<file path="src/rtl/spi_pkg.sv">
// Shared SPI types: controller state encoding and clock-mode constants.
// Only mode 0 is implemented; CPOL/CPHA are held here for future modes.
package spi_pkg;

  typedef enum logic [1:0] {
    IDLE  = 2'd0,
    LOW   = 2'd1,
    HIGH  = 2'd2,
    TRAIL = 2'd3
  } state_t;

  localparam bit CPOL = 1'b0;
  localparam bit CPHA = 1'b0;

endpackage

</file>
<file path="src/rtl/spi_sck_gen.sv">
// SCK half-period divider: tick is a combinational pulse on the last of every CLK_DIV enabled cycles.
// Latency: first tick CLK_DIV cycles after clear; no backpressure, clr wins over en.
module spi_sck_gen #(
  parameter int CLK_DIV = 4
) (
  input  logic clk,
  input  logic rst,
  input  logic clr,
  input  logic en,
  output logic tick
);

  localparam int CW = (CLK_DIV > 1) ? $clog2(CLK_DIV) : 1;

  logic [CW-1:0] cnt;

  assign tick = en && (cnt == CW'(CLK_DIV - 1));

  always_ff @(posedge clk or negedge rst) begin
    if (!rst) begin
      cnt <= '0;
    end else if (clr) begin
      cnt <= '0;
    end else if (en) begin
      cnt <= tick ? '0 : cnt + CW'(1);
    end
  end

endmodule

</file>
<file path="src/rtl/spi_controller.sv">
// Mode-0 SPI initiator, MSB first, one WIDTH-bit word per start request; all outputs registered.
// Latency: done (2*WIDTH+1)*CLK_DIV cycles after start is accepted; start ignored while busy.
module spi_controller
  import spi_pkg::*;
#(
  parameter int WIDTH   = 8,
  parameter int CLK_DIV = 4
) (
  input  logic             clk,
  input  logic             rst,
  input  logic             start,
  input  logic [WIDTH-1:0] data_in,
  output logic             busy,
  output logic             done,
  output logic [WIDTH-1:0] data_out,
  output logic             sck,
  output logic             mosi,
  input  logic             miso,
  output logic             cs_n
);

  localparam int BW = (WIDTH > 1) ? $clog2(WIDTH) : 1;

  state_t           state_q, state_d;
  logic [WIDTH-1:0] tx_q, tx_d, tx_shift;
  logic [WIDTH-1:0] rx_q, rx_d;
  logic [BW-1:0]    bit_q, bit_d;
  logic             busy_d, done_d, sck_d, mosi_d, cs_n_d;
  logic [WIDTH-1:0] data_out_d;
  logic             tick, div_clr, div_en;

  spi_sck_gen #(.CLK_DIV(CLK_DIV)) u_sck_gen (
    .clk  (clk),
    .rst  (rst),
    .clr  (div_clr),
    .en   (div_en),
    .tick (tick)
  );

  always_ff @(posedge clk or negedge rst) begin
    if (!rst) begin
      state_q  <= IDLE;
      tx_q     <= '0;
      rx_q     <= '0;
      bit_q    <= '0;
      busy     <= 1'b0;
      done     <= 1'b0;
      data_out <= '0;
      sck      <= 1'b0;
      mosi     <= 1'b0;
      cs_n     <= 1'b1;
    end else begin
      state_q  <= state_d;
      tx_q     <= tx_d;
      rx_q     <= rx_d;
      bit_q    <= bit_d;
      busy     <= busy_d;
      done     <= done_d;
      data_out <= data_out_d;
      sck      <= sck_d;
      mosi     <= mosi_d;
      cs_n     <= cs_n_d;
    end
  end

  always_comb begin
    state_d    = state_q;
    tx_d       = tx_q;
    rx_d       = rx_q;
    bit_d      = bit_q;
    busy_d     = busy;
    done_d     = 1'b0;
    data_out_d = data_out;
    sck_d      = sck;
    mosi_d     = mosi;
    cs_n_d     = cs_n;
    div_clr    = (state_q == IDLE);
    div_en     = (state_q != IDLE);
    // Shifting via << keeps WIDTH=1 free of zero-width slices.
    tx_shift   = tx_q << 1;

    case (state_q)
      IDLE: begin
        cs_n_d = 1'b1;
        sck_d  = 1'b0;
        busy_d = 1'b0;
        if (start) begin
          tx_d    = data_in;
          mosi_d  = data_in[WIDTH-1];
          cs_n_d  = 1'b0;
          busy_d  = 1'b1;
          bit_d   = '0;
          state_d = LOW;
        end
      end
      LOW: begin
        if (tick) begin
          sck_d   = 1'b1;
          rx_d    = (rx_q << 1) | WIDTH'(miso);
          state_d = HIGH;
        end
      end
      HIGH: begin
        if (tick) begin
          sck_d = 1'b0;
          if (bit_q == BW'(WIDTH - 1)) begin
            state_d = TRAIL;
          end else begin
            tx_d    = tx_shift;
            mosi_d  = tx_shift[WIDTH-1];
            bit_d   = bit_q + BW'(1);
            state_d = LOW;
          end
        end
      end
      TRAIL: begin
        if (tick) begin
          cs_n_d     = 1'b1;
          mosi_d     = 1'b0;
          data_out_d = rx_q;
          done_d     = 1'b1;
          busy_d     = 1'b0;
          state_d    = IDLE;
        end
      end
      default: state_d = IDLE;
    endcase
  end

endmodule

</file>
<file path="config.mk">
export PLATFORM = sky130hd
export DESIGN_NAME = spi_controller
export DESIGN_NICKNAME = d
export VERILOG_FILES = /design/src/rtl/spi_pkg.sv /design/src/rtl/spi_sck_gen.sv /design/src/rtl/spi_controller.sv
export SDC_FILE = /design/constraint.sdc
export NUM_CORES = 1
export LEC_CHECK = 0
export ABC_AREA = 1
export BUFFER_PORTS_ARGS = -buffer_cell sky130_fd_sc_hd__buf_4
export CORE_MARGIN = 2
export CORE_UTILIZATION = 45
export DETAILED_ROUTE_END_ITERATION = 8
export HOLD_SLACK_MARGIN = 0.02
export PLACE_DENSITY = 0.68
export SLEW_MARGIN = 20
export SYNTH_ARGS = -nofsm -noshare
export SYNTH_HDL_FRONTEND = slang
export SYNTH_SLANG_ARGS = --single-unit
export TNS_END_PERCENT = 5
</file>
<file path="constraint.sdc">
create_clock -name clk -period 1.3 [get_ports clk]
set_input_delay 0.13 -clock clk [delete_from_list [all_inputs] [get_ports clk]]
set_output_delay 0.13 -clock clk [all_outputs]
set_load 0.02 [all_outputs]
</file>
==> results of run 1 <==
==> per-layer routing <==
layer	share of wire	track usage	up-vias
li1	-	-	651
met1	0.44	0.247	598
met2	0.50	0.284	35
met3	0.047	0.0468	7
met4	0.019	0.0944	0
met5	0	0	-
==> worst paths after layout <==
| check | from | to |
|---|---|---|
| max reg2reg | u_sck_gen.cnt[0] | bit_q[2] |
| max in group asynchronous | rst | cs_n |
| min | miso | rx_q[0] |
| min in group asynchronous | rst | tx_q[3] |
| min reg2reg | u_sck_gen.cnt[0] | u_sck_gen.cnt[0] |
| max | u_sck_gen.cnt[0] | bit_q[2] |
==> flip-flops by register name (all words and copies together) (netlist names) <==
name           count
data_out           8
rx_q               8
tx_q               7
bit_q              3
state_q            2
u_sck_gen.cnt      2
busy               1
cs_n               1
done               1
mosi               1
sck                1
==> critical path, cell delays in order (launching register included) <==
cell and delay, ns:
dfrtp_1 0.40, ha_1 0.21, inv_1 0.12, nand3_1 0.17, nand2_2 0.18, nor2_4 0.07
nand2_1 0.06, nand2_1 0.06
==> cell families after synthesis <==
logic type	Yosys count	share of synthesized area
simple gates	100	0.266
flops	35	0.566
buf+inv	21	0.0613
compound gates	20	0.0831
fa+ha+maj	3	0.0242
==> cell usage in the layout (no fill, tap or decap), drive strengths merged <==
cell type,n
clkbuf,5
nor3,1
dfrtp,34
ha,3
inv,18
nand2,74
buf,37
dfstp,1
nor2,12
nand3,14
o21bai,1
clkinv,2
bufinv,1
a21oi,3
dlygate4sd3,2
o21ai,16
==> power by group <==
group,internal [W],total [W],leakage [nW],switching [W]
Clock,0.000405,0.000787,0.0452,0.000382
Combinational,0.000834,0.00198,0.581,0.00115
Sequential,0.00152,0.00179,0.451,0.000267
Total,0.00276,0.00456,1.08,0.00180
==> cell type report <==
class | instances | area [sq um] | area share
clock buffer | 5 | 37.5 | 0.0184
clock inverter | 3 | 43.8 | 0.0215
inverter | 18 | 67.6 | 0.0331
multi-input combinational | 124 | 631 | 0.309
sequential | 35 | 878 | 0.431
tap | 46 | 57.6 | 0.0282
timing repair buffer | 39 | 323 | 0.158
==> metrics by stage <==
step / instance area [sq um] / instances / setup slack (ns) / utilization
2_1_floorplan: 1560 / 179 / 0.00395 / -
3_3_place_gp: 1880 / 258 / -0.0550 / 0.569
3_5_place_dp: 1880 / 258 / -0.127 / 0.569
4_1_cts: 2030 / 270 / -0.0631 / 0.614
5_1_grt: 2040 / 270 / -0.154 / 0.616
6_report: 2040 / 270 / -0.0503 / 0.616
==> timing repair <==
item / in CTS / in global routing
cloned: 1 / 0
resized for setup: 6 / 3
setup buffers: 1 / 0
hold buffers: 2 / 0
setup endpoints to repair: 10 / 20
pin swaps: 5 / 4
endpoints found under the hold margin: 35 / 0
==> out/results.tsv, run 1 <==
stage	metric	value	unit
status	status	finished with violations	
status	violations	negative setup slack	
hold_path	hold_class	in -> reg	
yosys	synth_top_area_frac	0.549	
placed_design	place_hpwl	2260	um
yosys	post-synth-top-count-cell	nand2_1	
yosys	yosys.cell_types.count	19	
clock_tree	clock_tree.root_cell	clkbuf_4	
hold_path	min_path_cells	3	
yosys	synthCells	179	
global_route	antenna_found_initial	0	
floorplanning	die_w	62.7	um
timing	tns	-0.316	ns
clock_tree	cts-htree-levels	2	
finish	syn_to_final_growth	31.5	%
critical_path	crit_type	reg -> reg	
power_and_ir_drop	p_per_area	2240	nW/um^2
finish	fillCellCount	306	
global_route	grt_pass1_wl	5690	um
global_route	grtUsageTotal	0.186	
timing	worstMarginPinSlew	0.434	ns
critical_path	crit_path_end_kind	register	
timing	finalHoldViolations	0	
drt	wl_per_cell	11.8	um
yosys	ys.flop_type	dfrtp_1	
floorplanning	num_rows	21	
clock_tree	clk_latency	0.34	ns
drt	ant_nets	0	
critical_path	critPathMaxFanout	4	
power_and_ir_drop	power	0.00456	W
yosys	ys_seq_area_frac	0.566	
timing	holdWs	0.0410	ns
yosys	synth.avg_cell_area	8.66	sq um
timing	setup_violations	10	
yosys	synth_common_cells	nand2_1 (73), dfrtp_1 (34), inv_1 (16)	
yosys	syn_area	1550	sq um
clock_tree	clk_pin_slew	0.11	ns
floorplanning	die_y	62.7	um
yosys	async_reset_ff_frac	1.00	
global_route	grt_start_max_net_pins	36	
drt	drtIter0Drc	89	
power_and_ir_drop	ir_drop	0.00140	V
yosys	yosys_warnings	0	
timing	fin_skew	0.0112	ns
placed_design	gp_congestion	0.782	
timing	min_period	1.35	ns
timing	relSlewSlack	0.710	
finish	fin_nets	238	
yosys	ys_ff_latch	35	
job	drv_cap	0	
finish	drive_above_1_share	0.299	
clock_tree	cts_buffers	5	
yosys	synth-edff-count	0	
finish	antenna_cells	0	
critical_path	worstPathArrival	1.59	ns
drt	finalWirelength	3200	um
drt	drcViolationCount	0	
critical_path	start_kind	register	
drt	num_vias	1291	
timing	report.final.slew_viol_count	0	
clock_tree	clockBufferDepth	2	
floorplanning	die_area	3930	sq um
drt	via_per_inst	4.78	
clock_tree	clkSinkCount	35	
floorplanning	coreArea	3310	sq um
yosys	synth_area_leader_cell	dfrtp_1	
placed_design	io_buffer_count	24	
timing	min_period_over_period	1.04	
clock_tree	cts_tree	yes	
global_route	grt_pass1_vias	1253	
timing	grt_setup_unrepaired	true	
power_and_ir_drop	p_leak	1.08	nW
yosys	syn_nets	194	
critical_path	ff2ff_path_depth	7	
global_route	grt_overflow	0	
timing	fmax	0.741	GHz
critical_path	cp.required	1.54	ns
timing	layout_setup_ws	-0.0503	ns
floorplanning	pin_count	25	
drt	drt_pass1_iterations	4	
floorplanning	start_util	0.468	
yosys	synth_area_leaders	dfrtp_1 (55%), nand2_1 (18%), nand3_1 (4.2%)	
critical_path	ff2ff_setup_slack	-0.05	ns
Power figures use the tool's default switching activity.
==> inputs of run 2 (changes only) <==
ABC_AREA = not set   (was 1)
PLACE_DENSITY = 0.66   (was 0.68)
clock period = 1.6 ns   (was 1.3 ns; I/O delays follow)
==> run 2 against run 1 <==
The flow still finishes with violations (negative setup slack). Sequential share of layout area rose by 2.8 points. Cell count decreased by 31%. Critical path depth fell by 2. Clock skew decreased by 0.0095 ns. Combinational power shrank 97%. Utilization is 3.9 points lower. Die area is 1.3% lower. Synthesized cell count fell by 41%. First-iteration DRC count shrank 61%. Critical path type unchanged.
==> out/results.tsv, run 2 <==
stage	metric	value	unit	change
clock_tree	clk_pin_slew	0.10	ns	about the same
finish	utilization	0.577		-0.0389
critical_path	crit_type	reg -> reg		
power_and_ir_drop	p_leak	0.941	nW	-13%
clock_tree	clockBufferDepth	2		unchanged
power_and_ir_drop	sw_frac_of_total	0.201		-0.194
clock_tree	cts_tree	yes		
status	violations	negative setup slack		
timing	layout_setup_ws	-0.0574	ns	-0.00702 ns
status	status	finished with violations		
timing	min_period	1.66	ns	+0.307 ns
timing	finalHoldViolations	0		unchanged
timing	min_period_over_period	1.04		-0.00287
floorplanning	coreArea	3310	sq um	unchanged
yosys	syn_nets	120		-38%
clock_tree	cts-htree-levels	2		unchanged
floorplanning	die_w	62.3	um	-0.65%
global_route	antenna_found_initial	0		unchanged
critical_path	cp.required	1.82	ns	+0.28 ns
floorplanning	num_rows	21		unchanged
yosys	ys.flop_type	dfrtp_1		
clock_tree	cts_buffers	5		unchanged
clock_tree	clock_tree.root_cell	clkbuf_4		
finish	final_cells	186		-31%
drt	routed.top_layer	met4		
critical_path	start_kind	register		
clock_tree	clkSinkCount	35		unchanged
placed_design	place_inst	177		-31%
yosys	ys_seq_area_frac	0.574		+0.00787
power_and_ir_drop	seqPwrFrac	0.555		+0.162
power_and_ir_drop	netSwitchingPower	0.000326	W	-82%
yosys	synth.avg_cell_area	14.6	sq um	+68%
placed_design	io_buffer_count	24		unchanged
finish	layout_common_cells	dfrtp_1 (34), buf_4 (29), mux2_2 (24), mux2_4 (6)		
timing	fin_skew	0.00175	ns	-0.00945 ns
floorplanning	die_area	3880	sq um	-1.3%
timing	grt_setup_unrepaired	true		
power_and_ir_drop	p_per_area	851	nW/um^2	-62%
global_route	grtUsageTotal	0.146		-0.0398
critical_path	crit_path_end_kind	register		
critical_path	worstPathArrival	1.88	ns	+0.29 ns
timing	holdWs	0.0559	ns	+0.0149 ns
clock_tree	cts_setup_buffers	0		-1
timing	fmax	0.603	GHz	-19%
power_and_ir_drop	power	0.00162	W	-64%
finish	multi_input_area	622	sq um	-1.4%
timing	setup_violations	8		-2
job	drv_cap	0		unchanged
yosys	synth_common_cells	dfrtp_1 (34), mux2_2 (24), mux2_4 (6)		
drt	drcViolationCount	0		unchanged
clock_tree	clk_latency	0.33	ns	about the same
global_route	grt_start_max_net_pins	36		unchanged
finish	fin_nets	154		-35%
yosys	async_reset_ff_frac	1.00		unchanged
placed_design	place_hpwl	1700	um	-25%
timing	report.final.slew_viol_count	0		unchanged
yosys	synth_area_leaders	dfrtp_1 (56%), mux2_2 (18%), mux2_4 (5.9%)		
power_and_ir_drop	power.internal	0.00130	W	-53%
drt	wl_met1	1150	um	-18%
drt	wl_per_cell	13.6	um	+15%
floorplanning	die_y	62.3	um	-0.65%
finish	top_regs	data_out (8), rx_q (8), tx_q (7)		
power_and_ir_drop	ir_drop	0.000696	V	-50%
global_route	grt_overflow	0		unchanged
timing	relSlewSlack	0.709		-0.00192
finish	regArea	877	sq um	-0.14%
drt	wl_met2	1190	um	-25%
yosys	synth_area_leader_cell	dfrtp_1		
power_and_ir_drop	power_frac_comb	0.040		-0.395
yosys	ys_ff_latch	35		unchanged
finish	antenna_cells	0		unchanged
floorplanning	start_util	0.462		-0.00642
floorplanning	pin_count	25		unchanged
finish	syn_to_final_growth	24.9	%	
finish	drive_above_1_share	0.536		+0.237
drt	finalWirelength	2540	um	-21%
drt	routed-wl-met3	161	um	+8.1%
drt	via_per_inst	5.05		+5.6%
hold_path	hold_class	in -> reg		
yosys	synth-edff-count	0		unchanged
global_route	grt_pass1_wl	4470	um	-21%
yosys	synth_top_area_frac	0.556		+0.00764
yosys	yosys.cell_types.count	26		+7
drt	drt_pass1_iterations	4		unchanged
yosys	syn_area	1530	sq um	-1.4%
power_and_ir_drop	p_clk_frac	0.405		+0.232
drt	ant_nets	0		unchanged
global_route	grt_pass1_vias	962		-23%
timing	worstMarginPinSlew	0.437	ns	+0.00288 ns
finish	final_common_cell	dfrtp_1		
critical_path	critPathMaxFanout	10		+6
finish	fillCellCount	290		-5.2%
yosys	synthCells	105		-41%
yosys	post-synth-top-count-cell	dfrtp_1		
drt	num_vias	939		-27%
yosys	yosys_warnings	0		unchanged
placed_design	gp_congestion	0.689		-12%
drt	drtIter0Drc	35		-61%
[run 2: cell count changes in the layout (fill, tap and decap cells not counted), sizes merged, moves of 3 or more]
cell / change
a22o: +3
buf: -7
inv: -13
mux2: +30
nand2: -72
nand3: -12
nor2: -11
nor2b: +4
o21ai: -13
[run 2: power groups by stage]
stage	registers [W]	clock network, W	logic [W]
floorplan	0.000919	0	0.0000184
global placement	0.000919	0	0.0000629
detailed placement	0.000919	0	0.0000644
CTS	0.000902	0.000676	0.0000664
global route	0.000904	0.000717	0.0000723
finish	0.000902	0.000658	0.0000643
[run 2: critical path: stages, from the launching register on]
cell,delay [ns]
dfrtp_1,0.41
ha_2,0.20
ha_4,0.16
nor4bb_4,0.33
a21oi_4,0.13
mux2_4,0.33
[run 2: cell type report]
cell class | count | area share
inverters | 5 | 0.00983
clock buffers | 6 | 0.0269
well taps | 46 | 0.0301
repair buffers | 31 | 0.130
multi-input cells | 61 | 0.326
clock inverters | 2 | 0.0183
flip-flops and latches | 35 | 0.459
[run 2: final timing paths]
| check | start | to | slack [ns] | cells after the start |
|---|---|---|---|---|
| min in group asynchronous | rst | tx_q[3] | 0.31 | 2 |
| worst min register to register | u_sck_gen.cnt[0] | u_sck_gen.cnt[0] | 0.45 | 1 |
| worst max-delay path | bit_q[1] | tx_q[5] | -0.06 | 5 |
| worst min-delay path | miso | rx_q[0] | 0.06 | 2 |
| worst max register to register | bit_q[1] | tx_q[5] | -0.06 | 5 |
| max in group asynchronous | rst | cs_n | 0.96 | 2 |
[run 2: cell families after synthesis]
kind of cell / count (synthesis) / synth area share
buffers and inverters: 9 / 0.0295
DFF: 35 / 0.574
adders and majority gates: 3 / 0.0246
AOI/OAI and AO/OA: 15 / 0.0745
muxes: 30 / 0.236
and+or+nand+nor: 13 / 0.0622
[run 2: repair_timing]
action | 4_1_cts | 5_1_grt
setup endpoints to repair | 8 | 11
resized for setup | 0 | 0
hold buffers | 1 | 0
hold endpoints to repair | 34 | 0
[run 2: stage by stage]
step,setup slack [ns],area (sq um),setup TNS [ns]
floorplan,-0.0205,1540,-0.123
CTS,-0.0669,1910,-0.459
global placement,-0.00165,1810,-0.00714
global route,-0.132,1910,-1.06
finish,-0.0574,1910,-0.354
detailed placement,-0.0437,1810,-0.231
[run 2: metal layers]
layer	global-route usage	up-vias
met5	0	-
met4	0.0667	0
met3	0.0435	4
met2	0.226	31
met1	0.191	461
li1	-	443
